$ cat src/rtl/quantum_scheduler_pkg.sv
// Shared types for the preemption timer: scheduler states, interrupt cause codes, default widths.
// Pure declarations; no logic, no latency, no flow control.
package quantum_pkg;

    typedef enum logic [1:0] {
        STOP = 2'd0,
        RUN  = 2'd1,
        PEND = 2'd2
    } state_e;

    localparam logic CAUSE_QNT = 1'b0;
    localparam logic CAUSE_EXT = 1'b1;

    localparam int DEF_QNT_W       = 16;
    localparam int DEF_QNT_DEFAULT = 32;
    localparam int DEF_ADDR_W      = 10;

endpackage

$ cat src/rtl/quantum_scheduler_counter.sv
// Retired-instruction counter with clear/increment, zero-quantum disable and a combinational expiry flag.
// Count updates on the edge after clr/inc; expire is same-cycle with the expiring inc; no backpressure.
module qnt_counter #(
    parameter int W = 16
) (
    input  logic         clk,
    input  logic         rst_n,
    input  logic         clr_i,
    input  logic         inc_i,
    input  logic [W-1:0] quantum_i,
    output logic [W-1:0] count_o,
    output logic         expire_o
);

    logic [W-1:0] count_q, count_d;
    logic [W:0]   next_w;

    // Extra bit keeps the >= test honest when the count sits at all-ones.
    assign next_w   = {1'b0, count_q} + {{W{1'b0}}, 1'b1};
    assign expire_o = inc_i && (quantum_i != '0) && (next_w >= {1'b0, quantum_i});
    assign count_o  = count_q;

    always_comb begin
        count_d = count_q;
        if (clr_i) begin
            count_d = '0;
        end else if (expire_o) begin
            count_d = quantum_i;
        end else if (inc_i) begin
            count_d = next_w[W-1:0];
        end
    end

    always_ff @(posedge clk or negedge rst_n) begin
        if (!rst_n) begin
            count_q <= '0;
        end else begin
            count_q <= count_d;
        end
    end

endmodule

$ cat src/rtl/quantum_scheduler.sv
// Preemption timer/interrupt sequencer; intSig rises 1 cycle after the expiring tick, held until intAck.
// External interrupts are enabled with `define QUANTUM_EXT_INT_EN; no backpressure beyond the intAck handshake.
module quantum_scheduler
    import quantum_pkg::*;
#(
    parameter int QNT_W       = DEF_QNT_W,
    parameter int QNT_DEFAULT = DEF_QNT_DEFAULT,
    parameter int ADDR_W      = DEF_ADDR_W,
    parameter int INT_ADDR    = 0
) (
    input  logic              clk,
    input  logic              rst_n,
    input  logic              tick,
    input  logic              halt,
    input  logic              stopQnt,
    input  logic              rstQnt,
    input  logic              qntWe,
    input  logic [QNT_W-1:0]  qntData,
    input  logic              intAck,
    input  logic              extReq,
    output logic              intSig,
    output logic              intCause,
    output logic [ADDR_W-1:0] intAddr,
    output logic [QNT_W-1:0]  qntCount,
    output logic              running
);

    state_e           state_q, state_d;
    logic [QNT_W-1:0] quantum_q, quantum_d;
    logic             cnt_clr, cnt_inc, cnt_expire;
    logic             ext_take;

`ifdef QUANTUM_EXT_INT_EN
    logic   ext_pend_q, ext_pend_d;
    logic   cause_q, cause_d;
    state_e ret_q, ret_d;

    assign ext_take = ext_pend_q && (state_q != PEND);
    assign intCause = cause_q;
`else
    logic unused_ext;

    assign unused_ext = extReq;
    assign ext_take   = 1'b0;
    assign intCause   = CAUSE_QNT;
`endif

    // stopQnt outranks rstQnt and expiry; a pending external request outranks all three.
    assign cnt_inc = (state_q == RUN) && tick && !halt && !stopQnt && !rstQnt && !ext_take;

    qnt_counter #(.W(QNT_W)) u_counter (
        .clk       (clk),
        .rst_n     (rst_n),
        .clr_i     (cnt_clr),
        .inc_i     (cnt_inc),
        .quantum_i (quantum_q),
        .count_o   (qntCount),
        .expire_o  (cnt_expire)
    );

    always_comb begin
        state_d   = state_q;
        quantum_d = qntWe ? qntData : quantum_q;
        cnt_clr   = 1'b0;
`ifdef QUANTUM_EXT_INT_EN
        cause_d    = cause_q;
        ret_d      = ret_q;
        ext_pend_d = extReq || (ext_pend_q && !ext_take);
        if (ext_take) begin
            state_d = PEND;
            cause_d = CAUSE_EXT;
            ret_d   = state_q;
        end else
`endif
        case (state_q)
            STOP: begin
                if (rstQnt && !stopQnt) begin
                    state_d = RUN;
                    cnt_clr = 1'b1;
                end
            end
            RUN: begin
                if (stopQnt) begin
                    state_d = STOP;
                end else if (rstQnt) begin
                    cnt_clr = 1'b1;
                end else if (cnt_expire) begin
                    state_d = PEND;
`ifdef QUANTUM_EXT_INT_EN
                    cause_d = CAUSE_QNT;
`endif
                end
            end
            PEND: begin
                if (intAck) begin
`ifdef QUANTUM_EXT_INT_EN
                    if (cause_q == CAUSE_EXT) begin
                        state_d = ret_q;
                    end else begin
                        state_d = STOP;
                        cnt_clr = 1'b1;
                    end
`else
                    state_d = STOP;
                    cnt_clr = 1'b1;
`endif
                end
            end
            default: state_d = STOP;
        endcase
    end

    always_ff @(posedge clk or negedge rst_n) begin
        if (!rst_n) begin
            state_q   <= STOP;
            quantum_q <= QNT_W'(QNT_DEFAULT);
`ifdef QUANTUM_EXT_INT_EN
            cause_q    <= CAUSE_QNT;
            ret_q      <= STOP;
            ext_pend_q <= 1'b0;
`endif
        end else begin
            state_q   <= state_d;
            quantum_q <= quantum_d;
`ifdef QUANTUM_EXT_INT_EN
            cause_q    <= cause_d;
            ret_q      <= ret_d;
            ext_pend_q <= ext_pend_d;
`endif
        end
    end

    assign intSig  = (state_q == PEND);
    assign running = (state_q == RUN);
    assign intAddr = ADDR_W'(INT_ADDR);

endmodule
$ cat config.mk
export PLATFORM = sky130hd
export DESIGN_NAME = quantum_scheduler
export DESIGN_NICKNAME = d
export VERILOG_FILES = /design/src/rtl/quantum_scheduler_pkg.sv /design/src/rtl/quantum_scheduler_counter.sv /design/src/rtl/quantum_scheduler.sv
export SDC_FILE = /design/constraint.sdc
export NUM_CORES = 1
export LEC_CHECK = 0
export BUFFER_PORTS_ARGS = -buffer_cell sky130_fd_sc_hd__buf_2
export CORE_ASPECT_RATIO = 1.4
export CORE_UTILIZATION = 61
export CTS_BUF_LIST = sky130_fd_sc_hd__clkbuf_2
export CTS_CLUSTER_SIZE = 16
export DETAILED_ROUTE_END_ITERATION = 10
export HOLD_SLACK_MARGIN = 0.12
export PLACE_DENSITY_LB_ADDON = 0.05
export SKIP_LAST_GASP = 1
export SYNTH_ARGS = -nofsm -noshare
export SYNTH_HDL_FRONTEND = slang
export SYNTH_HIERARCHICAL = 1
export SYNTH_SLANG_ARGS = --single-unit
export TNS_END_PERCENT = 20
$ cat constraint.sdc
create_clock -name clk -period 5.6 [get_ports clk]
set_clock_uncertainty 0.05 [all_clocks]
set_input_delay 0.28 -clock clk [delete_from_list [all_inputs] [get_ports clk]]
set_output_delay 0.28 -clock clk [all_outputs]
set_load 0.005 [all_outputs]
==> metrics.txt <==
# TYPE chip_impl_metric gauge
chip_impl_info{name="run_status",value="complete, no violations"} 1
chip_impl_metric{name="rows",unit=""} 27
chip_impl_metric{name="numClockSinks",unit=""} 34
chip_impl_metric{name="multiplexer_share_of_the_synthesized_area",unit="%"} 10.11
chip_impl_metric{name="count_of_hold_buffers_inserted_by_post_cts_repair",unit=""} 20
chip_impl_metric{name="gr-total-overflow",unit=""} 0
chip_impl_info{name="clock_tree_from_tritoncts",value="done"} 1
chip_impl_metric{name="dr_total_vias",unit=""} 2266
chip_impl_metric{name="post_route_cells_drive_above_1_share",unit="%"} 23.40
chip_impl_metric{name="reg_to_reg_setup_timing_slack",unit="ns"} 1.07
chip_impl_info{name="most-common-layout-cells",value="41 x sky130_fd_sc_hd__buf_2, 33 x sky130_fd_sc_hd__dfrtp_1, 23 x sky130_fd_sc_hd__nand2_1"} 1
chip_impl_metric{name="gp_congestion",unit=""} 0.8661
chip_impl_metric{name="final_standard_cell_utilization_of_the_core",unit="%"} 73.98
chip_impl_metric{name="mean_area_per_synthesized_cell",unit="um2"} 9.340
chip_impl_metric{name="drt-initial-drc-count",unit=""} 112
chip_impl_metric{name="vdd_drop_max",unit="V"} 0.0001609
chip_impl_metric{name="antenna_cells_inserted",unit=""} 0
chip_impl_metric{name="area_of_the_placeable_core",unit="um2"} 3953
chip_impl_metric{name="finalNetCount",unit=""} 370
chip_impl_metric{name="grt_start_max_net_pins",unit=""} 35
chip_impl_metric{name="synth-seq-cells",unit=""} 34
chip_impl_metric{name="initial_core_util",unit="%"} 64.51
chip_impl_metric{name="clock.fmax",unit="MHz"} 220.8
chip_impl_metric{name="drt_drc_violations_left",unit=""} 0
chip_impl_metric{name="post_drt_wl_per_cell",unit="um"} 17.22
chip_impl_metric{name="synth_edf_count",unit=""} 0
chip_impl_info{name="cp-start-kind",value="flip-flop"} 1
chip_impl_metric{name="tritoncts.num_buffers",unit=""} 5
chip_impl_info{name="crit_path_category",value="reg -> reg"} 1
chip_impl_metric{name="antenna_left",unit=""} 0
chip_impl_metric{name="power.static_leakage",unit="nW"} 1.418
chip_impl_metric{name="dr.pass1.iters",unit=""} 4
chip_impl_metric{name="cts.clk_slew.worst_paths",unit="ns"} 0.17
chip_impl_metric{name="vias_per_instance",unit=""} 6.091
chip_impl_metric{name="hpwl_after_detailed_placement",unit="um"} 4269
chip_impl_metric{name="yosys.area_share.simple",unit="%"} 19.38
chip_impl_metric{name="clkLatencyLatePin",unit="ns"} 0.42
chip_impl_metric{name="wire_length_of_the_first_global_routing_pass",unit="um"} 10580
chip_impl_metric{name="hold-worst-slack",unit="ns"} 0.1609
chip_impl_metric{name="synthDistinctLibCells",unit=""} 52
chip_impl_metric{name="synth-adder-area-share",unit="%"} 8.342
chip_impl_metric{name="die_area",unit="um2"} 4447
chip_impl_metric{name="period_minus_slack",unit="ns"} 4.528
chip_impl_metric{name="clk_path_buf_depth",unit=""} 2
chip_impl_metric{name="die_width",unit="um"} 56.65
chip_impl_info{name="main_combinational_cell_family_by_area_after_synthesis",value="simple AND/OR/NAND/NOR gates"} 1
chip_impl_metric{name="tightestPinTransition",unit="ns"} 0.8381
chip_impl_metric{name="synth-seq-area-share",unit="%"} 33.42
chip_impl_metric{name="critical_path_peak_fanout",unit=""} 18
chip_impl_metric{name="timing.slew.headroom",unit="%"} 44.13
chip_impl_metric{name="post_synthesis_instance_area",unit="um2"} 2550
chip_impl_metric{name="synth-warning-count",unit=""} 6
chip_impl_metric{name="grt_pass1_vias",unit=""} 2284
chip_impl_metric{name="drv.max_cap_violation_count",unit=""} 0
chip_impl_info{name="holdCritPathClass",value="in -> reg"} 1
chip_impl_metric{name="async_reset_ff_share",unit="%"} 100.0
chip_impl_metric{name="final.setup.tns",unit="ns"} 0
chip_impl_metric{name="grt_util_all_layers",unit="%"} 31.36
chip_impl_metric{name="antenna_found_initial",unit=""} 0
chip_impl_metric{name="worstPathArrival",unit="ns"} 4.81
chip_impl_metric{name="worst-endpoint-required",unit="ns"} 5.88
chip_impl_info{name="mostFrequentLayoutCell",value="sky130_fd_sc_hd__buf_2"} 1
chip_impl_metric{name="postCtsResizedCells",unit=""} 0
chip_impl_metric{name="number_of_instances_in_the_synthesized_netlist",unit=""} 273
chip_impl_info{name="cts.root.buffer_cell",value="sky130_fd_sc_hd__clkbuf_2"} 1
chip_impl_metric{name="totalWireLength",unit="um"} 6404
chip_impl_info{name="ys_dominant_reg_cell",value="sky130_fd_sc_hd__dfrtp_1"} 1
chip_impl_metric{name="final_hold_viol_count",unit=""} 0
chip_impl_metric{name="die_y",unit="um"} 78.50
chip_impl_metric{name="fin_crit_sh",unit="%"} 80.86
chip_impl_info{name="crit_path_end_kind",value="flip-flop"} 1
chip_impl_metric{name="input_output_buffers",unit=""} 41
chip_impl_metric{name="synthXorXnorAreaFrac",unit="%"} 4.809
chip_impl_metric{name="synth-compound-area-share",unit="%"} 14.18
chip_impl_metric{name="power-per-cell-area",unit="nW/um2"} 169.8
chip_impl_metric{name="cts.htree.levels",unit=""} 2
chip_impl_metric{name="report.final.slew_viol_count",unit=""} 0
chip_impl_metric{name="area_delta_synth_final",unit="%"} 14.67
chip_impl_info{name="rsz_0062_raised_after_global_routing",value="no"} 1
chip_impl_metric{name="io_pins",unit=""} 54
chip_impl_metric{name="setup_viol",unit=""} 0
chip_impl_metric{name="post_cts_buffers",unit=""} 0
[path summary, 6_finish.rpt]
check | startpoint | endpoint | cells after the start
worst max-delay path | u_counter/count_o[3]$_DFFE_PN0P_ | state_q[0]$_DFFE_PN0P_ | 14
worst min-delay path | rstQnt | state_q[1]$_DFFE_PN0P_ | 3
worst max register to register | u_counter/count_o[3]$_DFFE_PN0P_ | state_q[0]$_DFFE_PN0P_ | 14
worst min register to register | quantum_q[5]$_DFFE_PN1P_ | u_counter/count_o[5]$_DFFE_PN0P_ | 2
max in group asynchronous | rst_n | u_counter/count_o[2]$_DFFE_PN0P_ | 2
min in group asynchronous | rst_n | u_counter/count_o[8]$_DFFE_PN0P_ | 2
[report_power, final]
part / switching [mW] / internal [mW] / total (mW)
logic: 0.0428 / 0.0493 / 0.0921
registers: 0.0216 / 0.261 / 0.282
clock network: 0.0908 / 0.0313 / 0.122
total: 0.155 / 0.341 / 0.496
[logic make-up (layout without fill, tap and decap cells)]
kind of cell / count (synthesis) / count (layout)
compound gates: 54 / 54
xor+xnor: 14 / 14
fa+ha+maj: 17 / 17
buf+inv: 44 / 90
flops: 34 / 34
mux: 20 / 20
other cells: 1 / 11
simple gates: 89 / 89
[stage by stage]
stage / cells / power, mW / instance area, um2 / setup WS (ns)
final: 372 / 0.4965 / 2924 / 1.072
after global routing: 372 / 0.5210 / 2924 / 0.8186
after CTS: 372 / 0.4963 / 2924 / 1.154
after detailed placement: 344 / 0.3659 / 2684 / 1.463
after global placement: 344 / 0.3628 / 2684 / 1.505
after floorplan: 283 / 0.3399 / 2587 / 2.297
[layout make-up]
type,count,area (um2)
tap,43,53.80
fill,316,1028
multi-input combinational,205,1490
clock inverter,2,10.01
sequential,34,852.1
timing repair buffer,62,412.9
clock buffer,6,30.03
inverter,20,75.07
[critical path, stage by stage (launching register included)]
cell and delay, ns:
sky130_fd_sc_hd__dfrtp_1 0.49, sky130_fd_sc_hd__and3_1 0.22, sky130_fd_sc_hd__nand3_1 0.24, sky130_fd_sc_hd__nor2_1 0.31
sky130_fd_sc_hd__nand4_1 0.17, sky130_fd_sc_hd__xnor2_1 0.25, sky130_fd_sc_hd__ha_1 0.29, sky130_fd_sc_hd__nand3_1 0.11
sky130_fd_sc_hd__nor3_1 0.08, sky130_fd_sc_hd__a221o_1 0.32, sky130_fd_sc_hd__a311oi_2 0.74, sky130_fd_sc_hd__a21boi_4 0.32
sky130_fd_sc_hd__nor2b_1 0.18, sky130_fd_sc_hd__o21a_1 0.11, sky130_fd_sc_hd__dlygate4sd3_1 0.55
[state kept, by name (all words and copies together) (netlist names)]
name	cells
state_q	2
u_counter/count_o	16
quantum_q	16
[layer usage]
layer | vias to the layer above | track usage (%) | wire length (um)
met5 | - | 0 | 0
met3 | 17 | 5.272 | 369
met4 | 0 | 17.32 | 211
met2 | 81 | 54.35 | 3390
met1 | 1102 | 36.08 | 2433
li1 | 1066 | - | -
[synthesized netlist by cell type (all sizes together) (10+ instances only)]
cell	number	area, um2
ha	17	212.7
a21oi	14	70.07
inv	20	75.07
dfrtp	33	825.8
xnor2	10	87.58
mux2	16	217.7
buf	18	147.6
nand2	23	86.33
o21ai	11	55.05
nand3	10	50.05
a31oi	13	81.33
nor2	10	37.54
Power figures use the tool's default switching activity.
